## src/rtl/alu_share_pkg.sv

```systemverilog
// Shared types, opcode layout and behavioural result function for the
// alu_share_arbiter slice.
package alu_share_pkg;

    typedef enum logic [1:0] {
        ST_IDLE,
        ST_SETTLE,
        ST_RESP
    } state_t;

    localparam int unsigned OP_S1  = 2;
    localparam int unsigned OP_S0  = 1;
    localparam int unsigned OP_CIN = 0;

    localparam logic [1:0] SEL_B    = 2'b00;
    localparam logic [1:0] SEL_NB   = 2'b01;
    localparam logic [1:0] SEL_ZERO = 2'b10;
    localparam logic [1:0] SEL_ONES = 2'b11;

    // (A + Y + Cin) mod 2^(w+1), Y chosen by {S1,S0}
    function automatic logic [31:0] exp_result(
        input int unsigned w,
        input logic [31:0] a,
        input logic [31:0] b,
        input logic [2:0]  op
    );
        logic [31:0] mask;
        logic [31:0] y;
        mask = (32'd1 << w) - 32'd1;
        case ({op[OP_S1], op[OP_S0]})
            SEL_B:    y = b & mask;
            SEL_NB:   y = ~b & mask;
            SEL_ZERO: y = '0;
            default:  y = mask;
        endcase
        return ((a & mask) + y + 32'(op[OP_CIN])) & ((mask << 1) | 32'd1);
    endfunction

endpackage

```

## src/rtl/alu_share_arbiter_rr_arb2.sv

```systemverilog
// Two-way round-robin arbiter: request pair plus last-granted index gives a
// one-hot grant.
module rr_arb2 (
    input  logic [1:0] i_req,
    input  logic       i_last,
    output logic [1:0] o_gnt
);

    always_comb begin
        o_gnt = i_req;
        if (i_req == 2'b11) begin
            o_gnt = i_last ? 2'b01 : 2'b10;
        end
    end

endmodule

```

## src/rtl/alu_share_arbiter.sv

```systemverilog
// Shares one external add/subtract datapath between two requesters.
// Optional capture-time result checking: define ALU_SHARE_CHECK_EN.
module alu_share_arbiter
    import alu_share_pkg::*;
#(
    parameter int unsigned W             = 4,
    parameter int unsigned SETTLE_CYCLES = 3
) (
    input  logic         CLK,
    input  logic         RST,
    input  logic         req0,
    input  logic         req1,
    input  logic [2:0]   op0,
    input  logic [2:0]   op1,
    input  logic [W-1:0] a0,
    input  logic [W-1:0] b0,
    input  logic [W-1:0] a1,
    input  logic [W-1:0] b1,
    output logic         gnt0,
    output logic         gnt1,
    output logic         done0,
    output logic         done1,
    output logic [W:0]   res0,
    output logic [W:0]   res1,
    output logic [W-1:0] dp_A,
    output logic [W-1:0] dp_B,
    output logic         dp_S1,
    output logic         dp_S0,
    output logic         dp_Cin,
    input  logic [W-1:0] dp_D,
    input  logic         dp_Cout,
    output logic         busy,
    output logic         err
);

    localparam logic [3:0] CNT_LOAD = 4'(SETTLE_CYCLES - 1);

    state_t       r_state, w_state;
    logic [3:0]   r_cnt, w_cnt;
    logic [1:0]   r_gnt, w_gnt;
    logic [1:0]   r_done, w_done;
    logic         r_last, w_last;
    logic [W-1:0] r_dpA, w_dpA;
    logic [W-1:0] r_dpB, w_dpB;
    logic [2:0]   r_dpop, w_dpop;
    logic [W:0]   r_cap, w_cap;
    logic [W:0]   r_res0, w_res0;
    logic [W:0]   r_res1, w_res1;
    logic         w_capture;
    logic [1:0]   w_arb;

    rr_arb2 u_arb (
        .i_req  ({req1, req0}),
        .i_last (r_last),
        .o_gnt  (w_arb)
    );

    // r_last doubles as the index of the requester currently being served
    always_comb begin
        w_state   = r_state;
        w_cnt     = r_cnt;
        w_gnt     = '0;
        w_done    = '0;
        w_last    = r_last;
        w_dpA     = r_dpA;
        w_dpB     = r_dpB;
        w_dpop    = r_dpop;
        w_cap     = r_cap;
        w_res0    = r_res0;
        w_res1    = r_res1;
        w_capture = 1'b0;
        case (r_state)
            ST_IDLE: begin
                if (|w_arb) begin
                    w_last  = w_arb[1];
                    w_gnt   = w_arb;
                    w_dpA   = w_arb[1] ? a1 : a0;
                    w_dpB   = w_arb[1] ? b1 : b0;
                    w_dpop  = w_arb[1] ? op1 : op0;
                    w_cnt   = CNT_LOAD;
                    w_state = ST_SETTLE;
                end
            end
            ST_SETTLE: begin
                if (r_cnt != '0) begin
                    w_cnt = r_cnt - 4'd1;
                end else begin
                    w_cap     = {dp_Cout, dp_D};
                    w_capture = 1'b1;
                    w_state   = ST_RESP;
                end
            end
            ST_RESP: begin
                if (r_last) begin
                    w_res1 = r_cap;
                    w_done = 2'b10;
                end else begin
                    w_res0 = r_cap;
                    w_done = 2'b01;
                end
                w_state = ST_IDLE;
            end
            default: w_state = ST_IDLE;
        endcase
    end

    always_ff @(negedge CLK) begin
        if (RST) begin
            r_state <= ST_IDLE;
            r_cnt   <= '0;
            r_gnt   <= '0;
            r_done  <= '0;
            r_last  <= 1'b1;
            r_dpA   <= '0;
            r_dpB   <= '0;
            r_dpop  <= '0;
            r_cap   <= '0;
            r_res0  <= '0;
            r_res1  <= '0;
        end else begin
            r_state <= w_state;
            r_cnt   <= w_cnt;
            r_gnt   <= w_gnt;
            r_done  <= w_done;
            r_last  <= w_last;
            r_dpA   <= w_dpA;
            r_dpB   <= w_dpB;
            r_dpop  <= w_dpop;
            r_cap   <= w_cap;
            r_res0  <= w_res0;
            r_res1  <= w_res1;
        end
    end

    assign gnt0   = r_gnt[0];
    assign gnt1   = r_gnt[1];
    assign done0  = r_done[0];
    assign done1  = r_done[1];
    assign res0   = r_res0;
    assign res1   = r_res1;
    assign dp_A   = r_dpA;
    assign dp_B   = r_dpB;
    assign dp_S1  = r_dpop[OP_S1];
    assign dp_S0  = r_dpop[OP_S0];
    assign dp_Cin = r_dpop[OP_CIN];
    assign busy   = (r_state != ST_IDLE);

`ifdef ALU_SHARE_CHECK_EN
    logic r_err;

    always_ff @(negedge CLK) begin
        if (RST) begin
            r_err <= 1'b0;
        end else if (w_capture &&
                     (32'(w_cap) != exp_result(W, 32'(r_dpA), 32'(r_dpB), r_dpop))) begin
            r_err <= 1'b1;
            $display("ERROR!");
        end
    end

    assign err = r_err;
`else
    assign err = 1'b0;
`endif

endmodule

```

## config.mk

```make
export PLATFORM = sky130hd
export DESIGN_NAME = alu_share_arbiter
export DESIGN_NICKNAME = d
export VERILOG_FILES = /design/src/rtl/alu_share_pkg.sv /design/src/rtl/alu_share_arbiter_rr_arb2.sv /design/src/rtl/alu_share_arbiter.sv
export SDC_FILE = /design/constraint.sdc
export NUM_CORES = 1
export LEC_CHECK = 0
export CORE_MARGIN = 1.5
export CORE_UTILIZATION = 48
export DETAILED_ROUTE_END_ITERATION = 8
export HOLD_SLACK_MARGIN = 0.08
export PLACE_DENSITY = 0.84
export SYNTH_ARGS = -nofsm -noshare
export SYNTH_HDL_FRONTEND = slang
export SYNTH_SLANG_ARGS = --single-unit
export TNS_END_PERCENT = 5
```

## constraint.sdc

```tcl
create_clock -name CLK -period 3.5 [get_ports CLK]
set_input_delay 0.7 -clock CLK [delete_from_list [all_inputs] [get_ports CLK]]
set_output_delay 0.7 -clock CLK [all_outputs]
set_load 0.1 [all_outputs]
```

# Word level (Yosys, flattened, before mapping)
# Cells that the tools add are included.
# totals
output_inout_bits	27
inputBits	31
regBits	37
wordCells	48
# op_classes
n_eq_ne	6
mux	12
reduce_logical	13
bitwise_logic	5
n_addsub	1
# op_table
cell	count
4-bit 2-to-1 mux	4
2-bit 2-to-1 mux	5
2-bit AND reduction	5
4-bit case mux with 2 select lines	1
2-bit != test, second input constant	3
1-bit NOT	5
2-bit == test, second input constant	2
2-bit case mux with 2 select lines	1
2-bit nonzero test	2
4-bit nonzero test	1
2-bit OR reduction	2
4-bit by 1-bit subtractor with 4-bit output, second input constant	1
3-bit 2-to-1 mux	1
3-bit AND reduction	1
3-bit OR reduction	1
2-bit by 1-bit == test with 1-bit output, second input constant	1
2-bit logical NOT	1

# Logic depth before layout (Yosys ltp)
# Gate-level depths: netlist (run 1).
# logic_depth
ltp_word	5
depth_mapped	5
mapped_depth_nobuf	5

# Hierarchy
# Synthesis (run 1) repeated with hierarchy kept, for this count alone.
# unflattened
cells_unflattened	168
area_unflattened_um2	1586.5
# modules_own_cells
mod	cells_per_inst	seq_area_each_um2	area_each_um2	instances
alu_share_arbiter	165	740.7	1567.8	1
rr_arb2	3	0.0	18.8	1

==> results of run 1 <==
## flip-flops by register name, indices dropped and copies added, names as in the netlist, 2 cells and up
name and cells:
res0 5, r_cnt 4, r_cap 5, r_done 2, dp_A 4, r_gnt 2
r_state 2, r_dpop 3, dp_B 4, res1 5
## final cells by class
class	instances	area (um2)	share of cell area
clock buffer	5	37.5	0.0133
multi-input combinational	119	851	0.301
timing repair buffer	69	958	0.339
sequential	37	746	0.264
tap	46	57.6	0.0204
clock inverter	40	154	0.0545
inverter	5	21.3	0.00753
## placed cells by master (no fill, tap or decap), drive strengths merged, types with 2 or more instances in the layout
cell type	count
mux2i	15
nor2	16
buf	39
nor4	2
a31oi	2
nand2	33
dfxtp	37
a311oi	12
o21ai	2
nand2b	2
a21oi	12
o211ai	2
nand3b	3
inv	44
clkbuf	5
nor3	2
nand4b	2
nand3	2
nor3b	3
clkdlybuf4s50	29
## synthesized netlist by cell type (all sizes together), types with 2 or more instances
library cell	n	area share
nand3b	3	0.016
o21ai	2	0.0083
nand3	2	0.0060
a31oi	2	0.0075
inv	6	0.015
nor4	2	0.0075
buf	7	0.028
nor3b	3	0.020
nor3	2	0.013
dfxtp	37	0.44
nor2	16	0.042
nand2b	2	0.012
o211ai	2	0.0090
a311oi	12	0.10
nand4b	2	0.011
clkbuf	4	0.011
mux2i	15	0.090
nand2	33	0.074
a21oi	12	0.036
## path summary, 6_finish.rpt
kind              slack [ns]  depth (start not counted)       end  startpoint
setup / recovery       -0.05                          3      busy  r_state[0]
setup reg to reg        2.04                          5  r_cap[2]    r_cnt[0]
hold / removal          0.50                          2  r_cap[3]    r_cap[3]
hold reg to reg         0.50                          2  r_cap[3]    r_cap[3]
## per-stage QoR
step	power [mW]	instance area [um2]	util	std cells
after floorplan	0.888	1670	-	173
after global placement	1.07	2590	0.777	274
after detailed placement	1.08	2590	0.777	274
after CTS	1.44	2820	0.845	321
after global routing	1.51	2830	0.847	321
final	1.43	2830	0.847	321
## power by group
part	total, mW	leakage (nW)	internal [mW]	switching (mW)
Combinational	0.527	0.736	0.211	0.316
Clock	0.398	0.230	0.129	0.269
Sequential	0.501	0.304	0.460	0.0415
Total	1.43	1.27	0.800	0.626
## repair_timing
| item | in CTS | in global routing |
|---|---|---|
| hold buffers | 0 | 0 |
| buffers inserted | 3 | 0 |
| pin swaps | 1 | 1 |
| gates resized for setup | 4 | 3 |
| endpoints found under the setup margin | 12 | 10 |
## layer usage
metal / part of all wire / vias up
met5: 0 / -
met4: 0.019 / 0
met3: 0.078 / 13
met2: 0.54 / 91
met1: 0.37 / 836
li1: - / 810
## kinds of logic after synthesis
kind of cell               Yosys count  synth area share
adders and majority gates            1           0.00751
and+or+nand+nor                     68             0.215
buffers and inverters               17            0.0541
muxes                               15            0.0901
DFF                                 37             0.444
AOI/OAI and AO/OA                   34             0.186
other                                1           0.00225
## worst max-delay path, stage by stage, from the launching register on
cell and delay, ns:
sky130_fd_sc_hd__dfxtp_2 0.33, sky130_fd_sc_hd__nor2_4 0.14, sky130_fd_sc_hd__inv_4 0.06, sky130_fd_sc_hd__buf_12 0.16
==> summary by stage, run 1 <==
Status
The flow ran to the end, but the final reports show violations. The final reports fail on setup timing.

Final layout
In the final design database the tool counted 306 nets. From synthesis to final layout, the design area changed by 69.5%. The share of layout cells above drive strength 1 is 0.258. After filler insertion, the fill cell instance count of the layout stands at 171. The number of antenna diodes is 0.

Pwr
The cell leakage power is 1.27 nW. The power density normalized to cell area is 505 mW/mm2. The worst IR drop on VDD is 0.351 mV.

Worst setup path
In this run the worst path has a maximum fanout of 2. The data arrival time of the critical path is 2.85 ns. The critical path is of the flop to output port type. The worst setup path is launched from a flop. Data on the critical path is required at its endpoint by 2.80 ns. The worst setup path is captured at an output port.

GRT
The number of antenna violations at the first check in global routing was 0. The global route total overflow is 0. For this run, the total global-route usage over all layers was measured as 0.301.

The pin count of the biggest net entering global routing is 16. The layer with the highest usage is met2. The via count of the first global-routing pass is 1791. The met1 usage is 0.306.

The met3 capacity usage during global routing is 0.141. The first global-routing pass estimated 8090 um of wire. For met2 alone, demand over resource in global routing was 0.522.

Place
In this run the tool buffered the top-level ports with 56 buffer cells. The placement-stage worst setup slack is -0.515 ns. The congestion estimate from routability-driven global placement came to 0.775. Detailed placement finished with a half-perimeter wire length of 3330 um.

Detailed routing
Summing over every cut layer, the via total after detailed routing is 1750. The DRC violations left is 0. After detailed routing, the total wire length is 5000 um. The iteration-0 DRC count of the detailed router is 122. The number of search-and-repair iterations in the first detailed-routing pass is 5. After detailed routing, the number of vias per cell comes to 5.45. The detail route stage leaves a number of antenna-violating nets equal to 0.

The average wire per cell in the routed design is 15.6 um.

Yosys
The top flip-flop cell by instance count after synthesis is sky130_fd_sc_hd__dfxtp_1. Synthesis produced a netlist with a net count of 205. The total of flip-flops plus latches after synthesis is 37. The async set or reset register ratio after synthesis is 0.

The distinct cell type count after synthesis is 40. The count of flip-flops with a built-in enable after synthesis is 0. The average instance in the mapped netlist occupies 9.63 um2.

The sequential-to-total area share from yosys stat is 0.444. The number of cells produced by synthesis is 173. Yosys printed 0 warnings.

The synthesized netlist occupies a cell area of 0.00167 mm2.

STA
For the final routed database, the setup TNS stands at -0.0584 ns. The count of final max-slew check failures is 0. Setup repair after global routing could not meet its margin everywhere. Setup violations remaining at the end of the flow were counted as 2.

The number of hold violations in the final report is 0. The final setup skew is 0.0141 ns. Hold timing on the final database bottoms out at a slack of 0.497 ns. The worst setup slack after layout is -0.0518 ns.

Die
After floorplanning, the core was divided into 21 placement rows. The die covers 0.00383 mm2. The initial standard-cell utilization of the core is 0.499.

The die is 61.9 um wide. The top-level I/O count is 58. The total area inside the core boundary comes to 0.00334 mm2. Measured along the y axis, the die boundary spans 61.9 um.

CTS
The maximum buffer depth of the clock tree is 2. The clock drives 37 sinks. TritonCTS built the clock tree. The number of buffers inserted during clock tree synthesis is 5. After clock tree synthesis, the clock-pin slew on the worst setup and hold paths is 0.04 ns. The tree is rooted in a sky130_fd_sc_hd__clkbuf_4.

The H-tree was split into 2 levels. The clock insertion delay at the later pin of the skew report is 0.42 ns.

Run
The tool flagged a number of max-cap violations equal to 0.

Hold path
The tightest min-delay check is of the flop to flop type.
Power figures use the tool's default switching activity.
==> run 2: changes to the inputs <==
--- a/config.mk
+++ b/config.mk
@@ -7,10 +7,10 @@
 export LEC_CHECK = 0
 export CORE_MARGIN = 1.5
 export CORE_UTILIZATION = 48
+export CTS_CLUSTER_DIAMETER = 80
 export DETAILED_ROUTE_END_ITERATION = 8
-export HOLD_SLACK_MARGIN = 0.08
+export HOLD_SLACK_MARGIN = 0.06
 export PLACE_DENSITY = 0.84
 export SYNTH_ARGS = -nofsm -noshare
 export SYNTH_HDL_FRONTEND = slang
 export SYNTH_SLANG_ARGS = --single-unit
-export TNS_END_PERCENT = 5
==> run 2 against run 1 <==
  * First-iteration DRC count shrank 5.7%
  * Routed wire length increased by 8.8%
  * Worst hold slack better by 0.0020 ns
  * Combinational power rose by 2%
  * Worst setup slack got worse by 0.016 ns
  * Critical path depth did not move
  * The flow still finishes with violations (setup timing)
  * Clock-buffer cell count is the same
==> summary by stage, run 2 (synthesis gave the netlist of run 1 again) <==
Pwr
After layout, the design draws a total of 1.46 mW. The cell leakage power is 1.28 nW. The power density normalized to cell area is 514 mW/mm2.

The worst-case IR drop observed on VDD is 0.351 mV.

GRT
For this run the aggregate overflow at the end of global routing stands at 0. The first global-routing pass estimated 8090 um of wire. The number of antenna violations at the first check in global routing is 0. The via count of the first global-routing pass is 1791. The pin count of the biggest net entering global routing is 16. Across every metal layer, demand over resource in global routing totals 0.301.

CTS
CTS built an H-tree with a depth of 2. Clock latency on the worst-skew pair, taken at its later pin, is 0.44 ns. The tree is rooted in a sky130_fd_sc_hd__clkbuf_4. No sink is reached through more buffers than the 2 on the longest clock path.

After clock tree synthesis, the clock-pin slew on the worst setup and hold paths is 0.05 ns. The TritonCTS clock tree is yes. Buffers inserted to repair hold after CTS numbered 0. Buffers inserted during clock tree synthesis total 5.

Counting every sink on the clock net gives 37.

Worst setup path
On the worst path, the slowest cell contributes a delay of 0.33 ns. The slowest stage of the critical path belongs to the cell sky130_fd_sc_hd__dfxtp_2. The startpoint-to-endpoint class of the critical path is flop to output port.

The minimum setup slack among reg-to-reg paths is 2.05 ns. Tracing the worst setup path back leads to its startpoint at r_state[0]. The end point of the critical path is busy.

Of all nets on the critical path, the largest fanout is 2. The critical register-to-register path endpoint is r_cap[2]. Walking the worst path, the cells encountered are nor2_4 > inv_4 > buf_12. In this run the critical register-to-register path is launched from r_cnt[0]. The worst endpoint required time is 2.80 ns. Data on the critical path arrives at its endpoint at 2.87 ns. STA classifies the critical path startpoint as a flop. The logic depth of the worst register-to-register path is 5. STA classifies the critical path endpoint as an output port.

Run
Across the run, the number of max-cap violations was 0.

Status
The run finished, with violations left. The final reports fail on setup timing.

Place
The count of buffers added on input and output ports is 56. Routability-driven placement finished with a final weighted congestion of 0.775. The HPWL reported at the end of detailed placement is 3330 um.

Detailed routing
The iteration-0 DRC count of the detailed router is 115. The met1 wire length is 1970 um. The number of search-and-repair iterations in the first detailed-routing pass is 4. In the routed design, unresolved DRC markers number 0.

The uppermost metal layer occupied by signal nets is met4. In the routed layout, each cell is associated on average with a via count of 5.53. For this block, the routed nets add up to 5440 um of wire. The routed layout has 1782 vias. The detailed route wirelength on metal2 is 2870 um. The wire length on met3 is 400 um.

The post-route antenna net violation count is 0. The average wire per cell in the routed design is 16.9 um.

Die
The floorplan die height is 61.9 um. The top-level I/O count is 58. The floorplan has 21 rows.

The die boundary width is 61.9 um. The floorplan step defined a core boundary enclosing 0.00334 mm2. The die area is 0.00383 mm2. The initial standard-cell utilization of the core is 0.499.

Final layout
The final-layout fill cell count is 172. The most common cell after layout, fill and taps aside is sky130_fd_sc_hd__inv_1. The area growth from synthesis to layout is 70.7%. The final core utilization is 0.853. After the last flow step, the layout net total stands at 307. The share of layout cells above drive strength 1 is 0.261.

The top cell types in the final layout, fill and taps aside, are sky130_fd_sc_hd__inv_1, sky130_fd_sc_hd__dfxtp_1, sky130_fd_sc_hd__nand2_1. The number of antenna diodes is 0.

STA
The worst setup slack after layout is -0.0673 ns. The worst slack on hold paths is 0.499 ns. Setup repair after global routing could not meet its margin everywhere.

The count of final max-slew check failures came to 0. For the final database, setup skew stands at 0.0310 ns. The number of hold violations in the final report is 0. Setup violations remaining at the end of the flow were counted as 2.

Hold path
In this run the worst hold path is classified as flop to flop.
[run 2: cell count changes in the layout (fill, tap and decap cells not counted), sizes merged]
| cell | previous run | this run |
|---|---|---|
| buf | 39 | 40 |
[run 2: final cells by class]
class,count,area [um2],share of cell area
inverter,5,21.3,0.00748
tap,46,57.6,0.0202
clock buffer,5,37.5,0.0132
multi-input combinational,119,851,0.299
clock inverter,40,154,0.0541
sequential,37,746,0.262
timing repair buffer,70,978,0.344
[run 2: repair_timing]
action	4_1_cts	5_1_grt
setup endpoints to repair	12	10
resized for setup	4	3
setup buffers	3	1
pin swaps	1	2
[run 2: layer usage]
layer | global-route usage | vias to the layer above
li1 | - | 816
met1 | 0.306 | 853
met2 | 0.522 | 91
met3 | 0.141 | 22
met4 | 0.140 | 0
met5 | 0 | -
[run 2: report_power, final]
group,internal (mW),total [mW],switching [mW],leakage [nW]
logic,0.218,0.540,0.322,0.746
registers,0.459,0.503,0.0437,0.304
clock network,0.129,0.419,0.290,0.230
[run 2: worst max-delay path, delay by kind of cell (launching register included)]
family        cells  cell delay (ns)
buf+inv           2             0.22
flops             1             0.33
simple gates      1             0.15
[run 2: worst min-delay path by stage]
stage,endpoint,depth (start not counted),start
6_report,r_cap[1],2,r_cap[1]
5_1_grt,r_cap[3],2,r_cap[3]
3_3_place_gp,r_cap[2],2,r_cap[2]
4_1_cts,r_cap[3],2,r_cap[3]
2_1_floorplan,r_cap[0],2,r_cap[0]
3_5_place_dp,r_cap[2],2,r_cap[2]
[run 2: stage by stage]
stage | instances | TNS (ns) | cell area, um2 | setup slack (ns)
finish | 322 | -0.0862 | 2850 | -0.0673
global route | 322 | -0.188 | 2850 | -0.0930
CTS | 321 | -0.0873 | 2820 | -0.0873
detailed placement | 274 | -8.18 | 2590 | -0.515
global placement | 274 | -6.90 | 2590 | -0.430
floorplan | 173 | 0 | 1670 | 0.125
==> run 3: changes to the inputs <==
--- a/config.mk
+++ b/config.mk
@@ -5,8 +5,9 @@
 export SDC_FILE = /design/constraint.sdc
 export NUM_CORES = 1
 export LEC_CHECK = 0
+export ABC_AREA = 1
 export CORE_MARGIN = 1.5
-export CORE_UTILIZATION = 48
+export CORE_UTILIZATION = 47
 export CTS_CLUSTER_DIAMETER = 80
 export DETAILED_ROUTE_END_ITERATION = 8
 export HOLD_SLACK_MARGIN = 0.06
==> run 3 against run 2 <==
  * The flow still finishes with violations (setup timing)
  * Register-to-register slack improved by 0.02 ns
  * First-iteration DRC count fell by 49%
  * Sequential share of layout area grew 1.8 points
  * Combinational power up 39%
  * Die area down 3.2%
  * Final area shrank 6.5%
  * Power rose by 16%
  * Synthesized cell count up 27%
  * Critical path type unchanged
  * Largest power group unchanged
==> summary by stage, run 3 <==
GRT
The total global-route track usage is 0.232. The number of antenna violations at the first check in global routing was 0. The first-pass GRT wire length is 6310 um. Global routing finished with a remaining overflow of 0. The via count of the first global-routing pass is 1669. Entering global routing, the biggest net connects 16 pins.

STA
Setup violations remaining at the end of the flow were counted as 1. Setup repair after global routing could not meet its margin everywhere. The number of hold violations in the final report is 0. The count of final max-slew check failures is 0.

The worst slack on hold paths is 0.431 ns. Across the routed clock network, the largest skew measured is 0.0205 ns. After layout, the worst setup slack is -0.0908 ns.

Final layout
The library cell used most frequently in the layout, excluding fill and tap cells, is sky130_fd_sc_hd__inv_1. The share of layout cells above drive strength 1 is 0.177. The finished layout holds 361 standard cells, fillers aside. At the end of the flow, the number of nets in the layout was 348. The library cells used most frequently in the layout, excluding fill and tap cells, are sky130_fd_sc_hd__inv_1, sky130_fd_sc_hd__nand2_1, sky130_fd_sc_hd__nor2_1.

The area growth from synthesis to layout is 68.7%. 0 antenna diodes ended up in the layout. The final-layout fill cell count is 181.

Status
The run finished, with violations left. The final reports fail on setup timing.

Yosys
After technology mapping, the gate count stands at 219. The most frequently used cell type in the post-synthesis netlist is sky130_fd_sc_hd__nand2_1. A synthesized cell averages 7.20 um2. The synthesized netlist contains 24 unique library cells.

The area share of and/or/nand/nor cells after synthesis is 0.263. Of the post-synthesis cell area, the dominant cell type holds 0.470. The top cell type by total area after synthesis is sky130_fd_sc_hd__dfxtp_1. For this run, the number of Yosys warnings is 0. The adder-cell area share of the yosys netlist is 0.00794. Of the total synthesized cell area, the portion taken by XOR and XNOR cells is 0.

The count of flip-flops with a built-in enable after synthesis is 0. Measured against the total synthesized area, the mux share comes to 0. The number of nets in the synthesized netlist is 251.

The sequential-to-total area share from yosys stat is 0.470. The combined area of all synthesized cells is 0.00158 mm2. The async set or reset register ratio after synthesis is 0.

The total of flip-flops plus latches after synthesis is 37. By count the netlist is led by sky130_fd_sc_hd__nand2_1, sky130_fd_sc_hd__nor2_1, sky130_fd_sc_hd__dfxtp_1. Ranked by total cell area, the synthesized netlist is headed by sky130_fd_sc_hd__dfxtp_1, sky130_fd_sc_hd__nand2_1, sky130_fd_sc_hd__nor2_1. By area, the combinational part of the netlist is dominated by simple AND/OR/NAND/NOR gates. The post-synthesis compound-gate area fraction is 0.146. The top flip-flop cell by instance count after synthesis is sky130_fd_sc_hd__dfxtp_1.

Pwr
The power density normalized to cell area is 636 mW/mm2. In this run the static leakage power is 1.30 nW. IR analysis of the VDD net gives a maximum drop of 0.390 mV.

The power after layout is 1.69 mW.

Detailed routing
For this block, the initial DRC count from the detailed router was 59. For this block, the via count after detailed routing is 1726. The wire length after detailed routing is 3920 um. The DRC violations left is 0. After detailed routing, the number of vias per cell comes to 4.78.

The pre-antenna-repair detailed-routing pass consisted of 4 iterations. In the final routed layout, each cell accounts on average for 10.8 um. In this run the remaining antenna-violating nets after routing total 0.

Die
The initialized floorplan defines 20 standard-cell rows. The initial standard-cell utilization of the core is 0.504. The core area is 0.00313 mm2.

The die boundary width is 60.9 um. The die area is 0.00371 mm2. In this run the count of I/O pins placed on the die edge is 58. The floorplan die height is 60.9 um.

Worst setup path
The peak fanout along the critical path is 2. The worst endpoint required time is 2.80 ns. STA classifies the critical path endpoint as an output port. STA classifies the critical path startpoint as a flop. The minimum setup slack among reg-to-reg paths is 2.07 ns. Data arrives at the worst endpoint at 2.89 ns. The startpoint-to-endpoint class of the critical path is flop to output port.

Run
The tool flagged a number of max-cap violations equal to 0.

Place
Buffers placed on the I/O ports in this run total 56. The placement-stage worst setup slack is -0.240 ns. The final RePlAce weighted congestion is 0.841.

The number of instances in the placed design is 315. The HPWL reported at the end of detailed placement is 2690 um.

CTS
The TritonCTS clock tree is yes. In this run the clock root is driven by a sky130_fd_sc_hd__clkbuf_4. CTS built an H-tree with a depth of 2. The register clock-pin slew on the reported worst setup and hold paths is 0.04 ns. The number of hold buffers added after CTS was 0. The number of clock buffers added by TritonCTS is 5. CTS saw 37 sinks. The clock insertion delay at the later pin of the skew report is 0.41 ns.

The clock passes through at most 2 buffers.

Hold path
The path class of the tightest hold or removal check is flop to flop.
==> run 3: changes by cell type after synthesis, moves of 10 or more <==
cell | before | now
sky130_fd_sc_hd__a311oi_2 | 10 | 0
sky130_fd_sc_hd__mux2i_1 | 15 | 0
sky130_fd_sc_hd__nand2_1 | 33 | 46
sky130_fd_sc_hd__inv_1 | 5 | 22
sky130_fd_sc_hd__o21ai_0 | 1 | 19
sky130_fd_sc_hd__nor2_1 | 14 | 41
==> run 3: what timing repair did <==
| item | in CTS | in global routing |
|---|---|---|
| gates resized for setup | 3 | 1 |
| gates cloned | 0 | 0 |
| setup buffers | 2 | 0 |
| pin swaps | 1 | 1 |
| endpoints found under the setup margin | 1 | 1 |
==> run 3: final timing paths <==
path,to,cells past startpoint,start
max,busy,3,r_state[0]
min,r_cnt[0],1,r_cnt[0]
max reg2reg,r_cap[2],7,r_cnt[0]
min reg2reg,r_cnt[0],1,r_cnt[0]
==> run 3: area by class of cell <==
type | count | area, um2 | share of cell area
repair buffers | 65 | 901 | 0.339
flip-flops and latches | 37 | 746 | 0.280
multi-input cells | 146 | 666 | 0.250
clock inverters | 40 | 159 | 0.0597
inverters | 24 | 96.3 | 0.0362
well taps | 44 | 55.1 | 0.0207
clock buffers | 5 | 37.5 | 0.0141
==> run 3: cells by family (layout without fill, tap and decap cells) <==
group                    after synthesis  after routing
AO/OA/AOI/OAI                         43             43
adder cells (fa/ha/maj)                1              1
buffers and inverters                 36            134
flip-flops                            37             37
other                                  1              1
AND/OR/NAND/NOR                      101            101
==> run 3: routing by layer <==
layer,global-route usage,vias to the layer above,share of wire
li1,-,875,-
met1,0.211,765,0.38
met2,0.413,80,0.54
met3,0.115,6,0.070
met4,0.137,0,0.0087
met5,0,-,0
==> run 3: metrics by stage <==
stage          area, um2  utilization  setup TNS (ns)
2_1_floorplan       1580            -               0
3_3_place_gp        2440        0.781           -2.50
3_5_place_dp        2440        0.781           -3.46
4_1_cts             2660        0.850          -0.117
5_1_grt             2660        0.850          -0.158
6_report            2660        0.850         -0.0908
==> run 3: where the power goes <==
group	internal [mW]	switching [mW]	leakage (nW)
Clock	0.133	0.258	0.229
Combinational	0.272	0.478	0.763
Sequential	0.492	0.0598	0.305
Total	0.897	0.795	1.30
==> run 3: worst max-delay path, stage by stage (launching register included) <==
cell and delay, ns:
sky130_fd_sc_hd__dfxtp_2 0.33, sky130_fd_sc_hd__nor2_4 0.14, sky130_fd_sc_hd__clkinvlp_4 0.11, sky130_fd_sc_hd__buf_12 0.17
==> RTL edit 1 (config.mk and constraints of run 1) <==
Set the parameter `W` to 5 (it was 4).
--- a/src/rtl/alu_share_arbiter.sv
+++ b/src/rtl/alu_share_arbiter.sv
@@ -5,3 +5,3 @@
 #(
-    parameter int unsigned W             = 4,
+    parameter int unsigned W             = 5,
     parameter int unsigned SETTLE_CYCLES = 3
Ports: changed (9 resized); port bits go from 58 to 67. No check against the original RTL was run, so the function may have changed too.
==> RTL edit 1 against run 1 <==
Clock power up 42%. Via count is 18% higher. Total power grew 22%. Routed wire length rose by 35%. Synthesized area rose by 5.6%. Sequential cell count is 5 higher. Final cell count rose by 11%. The flow still finishes with violations (negative setup slack). Cell area up 9.0%. Setup slack lost 160 ps. First-iteration DRC count grew 130%. Clock skew rose by 20 ps. Global-route usage increased by 3.1 points.
==> RTL edit 1: results (changes against run 1) <==
metric,value,unit,change
dp_cells,305,,+11%
clk_pin_slew,60,ps,+20 ps
clk_latency,450,ps,+30 ps
synth_common_cells,"42 x dfxtp_1, 41 x nand2_1, 18 x mux2i_1, 16 x nor2_1, 14 x a21oi_1",,
skew,34.2,ps,+20.2 ps
drive_gt1_frac,0.215,,-0.0427
hold_end,r_cap[2],,
ys_types,36,,-10%
worst_slack,-209,ps,-157 ps
irDropWorstVdd,0.514,mV,+47%
grt_use_total,0.332,,+0.0312
wl_per_cell,18.9,um,+21%
syn_avg_cell_area,8.94,sq um,-7.2%
routed_wl,6750,um,+35%
nets,347,,+13%
hold_slack,509,ps,+11.6 ps
grt_pass1_wl,10400,um,+29%
failed_checks,negative setup slack,,
reg2reg_slack,1770,ps,-270 ps
r2r_end,r_cnt[1],,
grt_pass1_vias,2270,,+27%
synth_area_leaders,"dfxtp_1 48%, mux2i_1 10%, nand2_1 8.7%, a311oi_1 6.5%, a21oi_1 4.0%",,
first_iter_violations,275,,+130%
finalSetupViolCount,12,,+10
tns,-480,ps,-421 ps
p_sw,772,uW,+23%
port_buffers,65,,+16%
grt_max_degree,20,,+4
via_count,2071,,+18%
hold_start,r_cap[2],,
arrival,3010,ps,+160 ps
syn_nets,234,,+14%
hpwl,3440,um,+3.2%
ys_seq_area_frac,0.478,,+0.0332
status,finished with violations,,
[RTL edit 1: layout make-up]
type                    instances  area (sq um)
repair buffers                 78          1060
flip-flops and latches         42           853
multi-input cells             135           840
fillers                       120           337
clock inverters                45           200
well taps                      46          57.6
clock buffers                   5          37.5
inverters                       6          26.3
[RTL edit 1: worst max path at each step]
stage / start / to / depth (start not counted)
after global placement: req0 / dp_B[2] / 6
after global routing: r_state[0] / busy / 3
after floorplan: r_state[1] / busy / 2
final: r_state[0] / busy / 3
after CTS: r_state[0] / busy / 3
after detailed placement: req0 / dp_A[1] / 6
[RTL edit 1: cell families (layout without fill, tap and decap cells)]
group | after synthesis | count (layout) | share of synthesized area
fa+ha+maj | 1 | 1 | 0.00711
other cells | 1 | 1 | 0.00213
compound gates | 39 | 39 | 0.160
simple gates | 76 | 76 | 0.199
flops | 42 | 42 | 0.478
buf+inv | 20 | 134 | 0.0519
mux | 18 | 18 | 0.102
[RTL edit 1: timing repair]
item,in CTS,in global routing
pin swaps,1,0
endpoints found under the setup margin,3,15
hold endpoints to repair,0,0
resized for setup,3,8
buffers inserted,3,0
hold buffers,0,0
[RTL edit 1: metrics by stage]
stage / setup slack [ps] / area [sq um] / power, mW
6_report: -209 / 3080 / 1.74
3_5_place_dp: -381 / 2800 / 1.21
4_1_cts: -202 / 3060 / 1.72
2_1_floorplan: 30.1 / 1770 / 0.992
5_1_grt: -240 / 3080 / 1.81
3_3_place_gp: -280 / 2800 / 1.20
[RTL edit 1: critical path: stages, from the launching register on]
cell and delay, ps:
dfxtp_4 360, nor2_4 150, clkinvlp_4 130, buf_12 180
[RTL edit 1: per-layer routing]
layer	share of wire	track usage	wire length, um	up-vias
met2	0.52	0.593	3480	155
met3	0.089	0.109	600	34
met4	0.032	0.166	214	0
li1	-	-	-	907
met5	0	0	0	-
met1	0.36	0.345	2460	975
[RTL edit 1: power groups by stage]
stage,Clock (mW),Sequential (mW),Combinational [mW]
detailed placement,0.0749,0.577,0.560
global route,0.617,0.575,0.615
CTS,0.561,0.571,0.587
global placement,0.0749,0.575,0.550
finish,0.564,0.574,0.598
floorplan,0.0749,0.744,0.172
==> RTL edit 2 (config.mk and constraints of run 1) <==
Made on the original files. The 3 states of `state_t` get a one-hot encoding in 3 bits.
--- a/src/rtl/alu_share_pkg.sv
+++ b/src/rtl/alu_share_pkg.sv
@@ -4,6 +4,6 @@
 
-    typedef enum logic [1:0] {
-        ST_IDLE,
-        ST_SETTLE,
-        ST_RESP
+    typedef enum logic [2:0] {
+        ST_IDLE   = 3'b001,
+        ST_SETTLE = 3'b010,
+        ST_RESP   = 3'b100
     } state_t;
Function: same outputs for any inputs over 10 cycles, from zero or initial values and one cycle with RST high; not proved beyond that.
==> RTL edit 2 against run 1 <==
The run still ends with negative setup slack left. Core utilization up 1.0 points. Die area rose by 1.0%. Combinational power increased by 5.3%. Cell area grew 2.0%. Setup slack worse by 120 ps. Sequential cell count grew 1. Synthesized area grew 1.1%. Final cell count shrank 0.62%. Clock power increased by 2%. Hold slack better by 10 ps. Routed wire length up 11%. Total power up 2.8%. Critical path type unchanged. Highest routed layer unchanged.
==> RTL edit 2: results (changes against run 1) <==
metric,value,unit,change
status,finished with violations,,
failed_checks,negative setup slack,,
dr.pass1.iters,4,,-1
syn_avg_cell_area,10.3,sq um,+6.6%
place_ws,-465,ps,+50.4 ps
ys_types,39,,-2.5%
first_iter_violations,100,,-18%
hpwl,3500,um,+5.0%
tns,-173,ps,-114 ps
fillCellCount,185,,+8.2%
gp_congestion,0.788,,+1.7%
worst_slack,-173,ps,-121 ps
nets,304,,-0.65%
grt_pass1_wl,8900,um,+10%
ys_seq_area_frac,0.452,,+0.00726
synth_area_leaders,"dfxtp_1 45%, mux2i_1 12%, a211oi_2 7.4%, a21oi_1 5.6%, nor2_1 2.2%",,
finalSetupViolCount,1,,-1
async_reset_ff_frac,0,,unchanged
wl_per_cell,17.4,um,+12%
via_count,1752,,+0.11%
grt_pass1_vias,1928,,+7.6%
grt_use_total,0.288,,-0.0123
grt_max_degree,18,,+2
power.leakage,1.23,nW,-3.1%
syn_nets,196,,-4.4%
synth_common_cells,"38 x dfxtp_1, 21 x mux2i_1, 19 x a21oi_1, 10 x a211oi_2, 10 x nor2_1",,
skew,26.0,ps,+11.9 ps
routed_wl,5560,um,+11%
irDropWorstVdd,0.344,mV,-2.0%
place_area,2640,sq um,+1.8%
drive_gt1_frac,0.286,,+0.0275
## RTL edit 2: final timing paths
| path | startpoint | to | slack (ps) | depth (start not counted) |
|---|---|---|---|---|
| min | r_cap[3] | r_cap[3] | 510 | 2 |
| max reg2reg | r_cnt[0] | r_cnt[1] | 1660 | 5 |
| min reg2reg | r_cap[3] | r_cap[3] | 510 | 2 |
| max | r_state[2] | busy | -170 | 3 |
## RTL edit 2: what timing repair did
| action | 4_1_cts | 5_1_grt |
|---|---|---|
| hold buffers | 0 | 0 |
| buffers inserted | 2 | 1 |
| endpoints found under the setup margin | 11 | 18 |
| cloned | 0 | 0 |
| resized for setup | 7 | 6 |
| pin swaps | 1 | 1 |
## RTL edit 2: kinds of logic after synthesis
family | Yosys count | share of synthesized area
other cells | 1 | 0.00223
buf+inv | 19 | 0.0631
compound gates | 43 | 0.192
simple gates | 41 | 0.158
fa+ha+maj | 1 | 0.00743
mux | 21 | 0.125
flops | 38 | 0.452
## RTL edit 2: layout make-up
cell class / instances / area, sq um / share of cell area
clock buffer: 5 / 37.5 / 0.0130
clock inverter: 41 / 158 / 0.0547
tap: 46 / 57.6 / 0.0200
multi-input combinational: 107 / 835 / 0.289
inverter: 5 / 18.8 / 0.00651
sequential: 38 / 764 / 0.265
timing repair buffer: 77 / 1010 / 0.351
## RTL edit 2: per-layer routing
| metal | GRT usage | share of wire |
|---|---|---|
| met5 | 0 | 0 |
| met2 | 0.501 | 0.53 |
| met4 | 0.186 | 0.034 |
| met3 | 0.109 | 0.064 |
| met1 | 0.289 | 0.38 |
## RTL edit 2: worst register-to-register path: stages (launching register included)
cell	delay [ps]
dfxtp_1	320
inv_1	120
ha_1	250
or3b_1	540
a221oi_1	360
a311oi_1	90
## RTL edit 2: power breakdown
part	switching [mW]	internal (mW)
clock	0.278	0.129
combinational	0.331	0.223
sequential	0.0365	0.468
